File: config.mk
export PLATFORM = sky130hd
export DESIGN_NAME = gf283_reduce_pipe
export DESIGN_NICKNAME = d
export VERILOG_FILES = /design/src/rtl/gf283_pkg.sv /design/src/rtl/gf283_fold.sv /design/src/rtl/gf283_reduce_pipe.sv
export SDC_FILE = /design/constraint.sdc
export NUM_CORES = 1
export LEC_CHECK = 0
export ABC_CLOCK_PERIOD_IN_PS = 1700
export BUFFER_PORTS_ARGS = -buffer_cell sky130_fd_sc_hd__buf_4
export CORE_AREA = 5 5 332 334
export CTS_BUF_LIST = sky130_fd_sc_hd__clkbuf_8
export CTS_CLUSTER_DIAMETER = 40
export DETAILED_ROUTE_END_ITERATION = 8
export DIE_AREA = 0 0 337 339
export GPL_TIMING_DRIVEN = 0
export SYNTH_ARGS = -nofsm -noshare
export SYNTH_HDL_FRONTEND = slang
export SYNTH_SLANG_ARGS = --single-unit
File: constraint.sdc
create_clock -name clk -period 1.7 [get_ports clk]
set_input_delay 0.34 -clock clk [delete_from_list [all_inputs] [get_ports clk]]
set_output_delay 0.34 -clock clk [all_outputs]
set_load 0.01 [all_outputs]
File: src/rtl/gf283_pkg.sv
// Shared constants and types for GF(2^283) reduction, f(x) = x^283 + x^12 + x^7 + x^5 + 1.
package gf283_pkg;
  localparam int M      = 283;
  localparam int PROD_W = 2*M-1;
  localparam int MID_W  = M+11;
  localparam int N_TAPS = 4;
  localparam int RED_TAPS [N_TAPS] = '{12, 7, 5, 0};

  typedef logic [M-1:0] gf_elem_t;
endpackage

File: src/rtl/gf283_fold.sv
// One reduction fold: lo ^ hi*(x^12 + x^7 + x^5 + 1), all terms zero-extended to OUT_W.
module gf283_fold
  import gf283_pkg::*;
#(
  parameter int LO_W  = M,
  parameter int HI_W  = M-1,
  parameter int OUT_W = MID_W
) (
  input  logic [LO_W-1:0]  i_lo,
  input  logic [HI_W-1:0]  i_hi,
  output logic [OUT_W-1:0] o_fold
);
  logic [OUT_W-1:0] w_hi_ext;

  assign w_hi_ext = OUT_W'(i_hi);

  // OUT_W is chosen by the caller so that hi<<12 never overflows.
  always_comb begin
    o_fold = OUT_W'(i_lo);
    for (int k = 0; k < N_TAPS; k++) begin
      o_fold = o_fold ^ (w_hi_ext << RED_TAPS[k]);
    end
  end
endmodule

File: src/rtl/gf283_reduce_pipe.sv
// Two-stage elastic pipeline reducing a 565-bit carry-less product mod f(x).
module gf283_reduce_pipe
  import gf283_pkg::*;
(
  input  logic              clk,
  input  logic              rst,
  input  logic              in_valid,
  output logic              in_ready,
  input  logic [PROD_W-1:0] in_prod,
  output logic              out_valid,
  input  logic              out_ready,
  output logic [M-1:0]      out_elem,
  output logic              busy
);
  logic             r_s1_valid;
  logic             r_s2_valid;
  logic [MID_W-1:0] r_s1_data;
  gf_elem_t         r_s2_data;

  logic             w_s1_adv;
  logic             w_s2_adv;
  logic [MID_W-1:0] w_fold1;
  gf_elem_t         w_fold2;

  gf283_fold #(.LO_W(M), .HI_W(PROD_W-M), .OUT_W(MID_W)) u_fold1 (
    .i_lo   (in_prod[M-1:0]),
    .i_hi   (in_prod[PROD_W-1:M]),
    .o_fold (w_fold1)
  );

  // Second fold only sees an 11-bit overflow, so its result already fits in M bits.
  gf283_fold #(.LO_W(M), .HI_W(MID_W-M), .OUT_W(M)) u_fold2 (
    .i_lo   (r_s1_data[M-1:0]),
    .i_hi   (r_s1_data[MID_W-1:M]),
    .o_fold (w_fold2)
  );

  assign w_s2_adv  = !r_s2_valid || out_ready;
  assign w_s1_adv  = !r_s1_valid || w_s2_adv;
  assign in_ready  = w_s1_adv;
  assign out_valid = r_s2_valid;
  assign out_elem  = r_s2_data;
  assign busy      = r_s1_valid | r_s2_valid;

  always_ff @(posedge clk) begin
    if (rst) begin
      r_s1_valid <= 1'b0;
      r_s2_valid <= 1'b0;
      r_s1_data  <= '0;
      r_s2_data  <= '0;
    end else begin
      if (w_s1_adv) begin
        r_s1_valid <= in_valid;
        r_s1_data  <= w_fold1;
      end
      if (w_s2_adv) begin
        r_s2_valid <= r_s1_valid;
        r_s2_data  <= w_fold2;
      end
    end
  end
endmodule

Word-level counts from Yosys, hierarchy flattened --
Index checks and enable logic that the tools add are counted.
Operators by class: bitwise gates (word level) 9, reduce and logical (&&, ||, !) cells 4
Operators by type and width (count):
- 283-bit by 294-bit bitwise XOR with 294-bit output | 1
- 294-bit by 282-bit bitwise XOR with 294-bit output | 1
- 294-bit by 287-bit bitwise XOR with 294-bit output | 1
- 294-bit by 289-bit bitwise XOR with 294-bit output | 1
- 283-bit by 11-bit bitwise XOR with 283-bit output | 1
- 283-bit by 16-bit bitwise XOR with 283-bit output | 1
- 283-bit by 18-bit bitwise XOR with 283-bit output | 1
- 283-bit by 23-bit bitwise XOR with 283-bit output | 1
- 1-bit logical NOT | 2
- 1-bit logical OR | 2
- 1-bit bitwise OR | 1
Word-level totals: register bits after elaboration 579, bits of input ports 569, output and inout port bits 286, word-level logic and storage cells 17

Logic depth before layout (Yosys ltp) --
depth in word-level cells 4, mapped depth 7, mapped depth without buffers 4

Hierarchy --
From an unflattened synthesis, not the netlist that was laid out.
Second synthesis, totals: cells, all modules 3460, area total of the unflattened synthesis 31717.9 um^2
Modules (own cells, without submodules):
- gf283_reduce_pipe | cells an instance 2512, sequential area each 11591.1 um^2, area each 19931.6 um^2, instances 1
- gf283_fold at u_fold1 | cells an instance 649, sequential area each 0.0 um^2, area each 9462.8 um^2, instances 1
- gf283_fold at u_fold2 | cells an instance 299, sequential area each 0.0 um^2, area each 2323.5 um^2, instances 1

Worst setup path before layout --
No wires, ideal clock.
path kind input-to-reg, start point in rst, end point reg r_s1_data[100], arrival time 1.424 ns, data required time 1.613 ns, stages on the path 7, library setup time 0.087 ns, buffers on the path 4, slack 0.189 ns, cells stage by stage buf_2 and4bb_2 buf_2 buf_2 clkbuf_1 nand2_1 o31ai_1
RTL lines:
- from (decl) | RTL line gf283_reduce_pipe.sv:6 | input logic rst,
- to (signal assigned) | RTL line gf283_reduce_pipe.sv:54 | r_s1_data <= w_fold1;
- to (decl) | RTL line gf283_reduce_pipe.sv:17 | logic [MID_W-1:0] r_s1_data;

Worst setup path in the final report --
start point reg r_s2_valid, in the netlist out_valid, end point out in_ready
Between the ends: cells in the longest elaborated chain, start to end 3
Ends and longest elaborated chain:
- from (decl) | RTL line gf283_reduce_pipe.sv:16 | logic r_s2_valid;
- from (signal assigned) | RTL line gf283_reduce_pipe.sv:57 | r_s2_valid <= r_s1_valid;
- 1-bit logical NOT | RTL line gf283_reduce_pipe.sv:38 | assign w_s2_adv = !r_s2_valid || out_ready;
- 1-bit logical OR | RTL line gf283_reduce_pipe.sv:38
- 1-bit logical OR | RTL line gf283_reduce_pipe.sv:39 | assign w_s1_adv = !r_s1_valid || w_s2_adv;
- to (decl) | RTL line gf283_reduce_pipe.sv:8 | output logic in_ready,
Every way passes these cells.

==> results.toml <==
[synth]
synth_cell_types = 29
avgSynthCellArea_um2 = 10.3
ys.warnings.count = 0
syn-cell-area_um2 = 29300
ys_seq_elements = 579
synthCells = 2845
ys_seq_area_frac = 0.396
syn_nets = 3414

[final_layout]
multiInputGateArea_um2 = 16900
fin_area_um2 = 43500
final_core_util = 0.408
n_fill_cell = 10515
layout_commonest_cell = "buf_4"
instances_no_fill = 5594
area_delta_synth_final_pct = 48.5
final_cell_mix = "buf_4 (857), nand2_1 (666), dfxtp_1 (540)"
nets = 4664
seq_area_um2 = 11700
drive_gt1_frac = 0.297

[clock_network]
cts_made_buffers = 110
clock_latency_ns = 0.76
cts.sinks = 579
cts.path.max_buffers = 3
root_buffer = "clkbuf_8"
cts_max_level = 3
clk_pin_slew_worst_paths_ns = 0.06
tritoncts = "yes"

[global_route]
grt_max_degree = 17
antenna_found_initial = 12
grt_overflow = 0
grt_pass1_wl_um = 196000
track_usage = 0.238
grt_pass1_vias = 27373

[setup_path]
cp.required_ns = 1.36
crit_start = "out_valid"
critPathArrivalTime_ns = 1.76
critPathMaxFanout = 3
r2r-start = "out_valid"
crit_path_end_kind = "primary output"
ff2ff_path_depth = 7
r2r_slack_ns = -0.02
start_kind = "register"
timing.rr.end = "r_s1_data[89]"
worstSetupPathType = "reg2out"

[sta]
whs_ns = 0.109
fin_crit_ns = 2.10
rsz0062_at_grt = "true"
layout_setup_ws_ns = -0.395
post-route-period-util = 1.23
setup_violations = 7
slew-limit-headroom = 0.189
max_slew.worst_pin.slew_ns = 1.21
finalSetupTns_ns = -0.809
skew_ns = 0.0362
fmax_mhz = 477
slew_violations = 0
finalHoldViolCount = 0

[outcome]
status = "finished with violations"
violations = "setup timing"

[drt]
num_vias = 26686
wl_um = 144000
ant_nets = 0
firstDrtPassIters = 5
wl_per_cell_um = 25.7
drt_iter0_drc = 1658
detail_route.drc_violations = 0
viasPerCell = 4.77

[floorplanning]
die_h_um = 339
initial_core_util = 0.275
fp.coreArea_um2 = 107000
io_pins = 855
dieArea_um2 = 114000
die_w_um = 337
rows = 120

[power]
power.density_nw_per_um2 = 979
p_leak_nw = 20.1
ir_drop_mv = 0.548
total_power_mw = 42.6

[flow_run]
maxCapViolCount = 0

[place]
dp_hpwl_um = 117000
dp.cells = 5098
gp_congestion = 0.935
portBuffers = 850
detailedPlace.worstSlack_ns = -1.29
post_dp_cell_area_um2 = 37400

[hold_path]
min_to = "r_s1_data[182]"
whs_path_depth = 4
hold_class = "in2reg"
hp-start = "in_prod[453]"
-- repair_timing --
item / 4_1_cts / 5_1_grt
pin swaps: 1 / 1
gates resized for setup: 266 / 63
hold endpoints to repair: 236 / 0
setup buffers: 12 / 4
hold buffers: 276 / 0
setup endpoints to repair: 629 / 222
gates cloned: 0 / 2
-- cell families (layout without fill, tap and decap cells) --
family	Yosys count	after routing	share of synthesized area
flops	579	579	0.396
buf+inv	208	1550	0.0298
other cells	0	4	0
simple gates	892	892	0.134
compound gates	552	552	0.123
xor+xnor	614	614	0.318
-- area by class of cell --
class | instances | area share
Timing Repair Buffer | 1142 | 0.216
Multi-Input combinational cell | 2058 | 0.389
Sequential cell | 579 | 0.268
Tap cell | 1403 | 0.0404
Clock buffer | 133 | 0.0421
Antenna cell | 4 | 0.000230
Clock inverter | 71 | 0.0129
Inverter | 1 | 0.000144
Buffer | 203 | 0.0312
-- report_power, final --
part / switching (mW) / internal, mW / leakage [nW]
clock: 6.60 / 8.10 / 1.32
combinational: 5.31 / 6.12 / 13.9
sequential: 1.09 / 15.4 / 4.81
-- flip-flops by register name, summed over array words and instances, names as in the netlist --
register,cells
r_s1_valid,1
out_valid,1
r_s1_data,294
out_elem,283
-- worst max-delay path: stages (launching register included) --
cell	delay (ns)
dfxtp_4	0.36
and3b_1	0.18
buf_6	0.11
inv_4	0.03
buf_6	0.12
buf_8	0.11
buf_6	0.11
-- how the worst max path moves through the flow --
stage	endpoint	slack, ns	cells past startpoint
4_1_cts	in_ready	-0.53	6
5_1_grt	in_ready	-0.50	6
2_1_floorplan	r_s1_data[100]	0.19	7
6_report	in_ready	-0.40	6
3_3_place_gp	r_s1_data[235]	-1.46	5
3_5_place_dp	out_elem[144]	-1.29	7
-- routing by layer --
metal  share of wire  global-route usage
met1            0.38               0.268
met2            0.49               0.416
met3           0.073              0.0591
met4           0.057               0.123
met5         0.00065                   0
-- cell usage after synthesis --
cell type    n  area share
a211oi_1    56       0.014
a22o_1      84       0.025
a21oi_1    276       0.047
and2b_1      1     0.00026
o31ai_1    114       0.029
xor3_1      60       0.049
buf_2       56      0.0096
and3b_1      1     0.00030
or2_2        1     0.00021
dfxtp_1    579        0.40
nand3b_1    25      0.0064
nand2b_1     1     0.00021
xor2_1      63       0.019
nor3b_1     38      0.0097
xnor3_1    221        0.17
buf_1       12      0.0015
nand2_1    666       0.085
nor2_1      61      0.0078
a211o_1     17      0.0051
buf_6        3      0.0012
nand3_1     25      0.0043
and4bb_2     1     0.00043
xnor2_1    270       0.081
clkbuf_1   136       0.017
or4_1       25      0.0064
inv_1        1     0.00013
a221o_1      5      0.0017
nor4_1      22      0.0047
nand4b_1    25      0.0075
(Power assumes the default switching activity.)
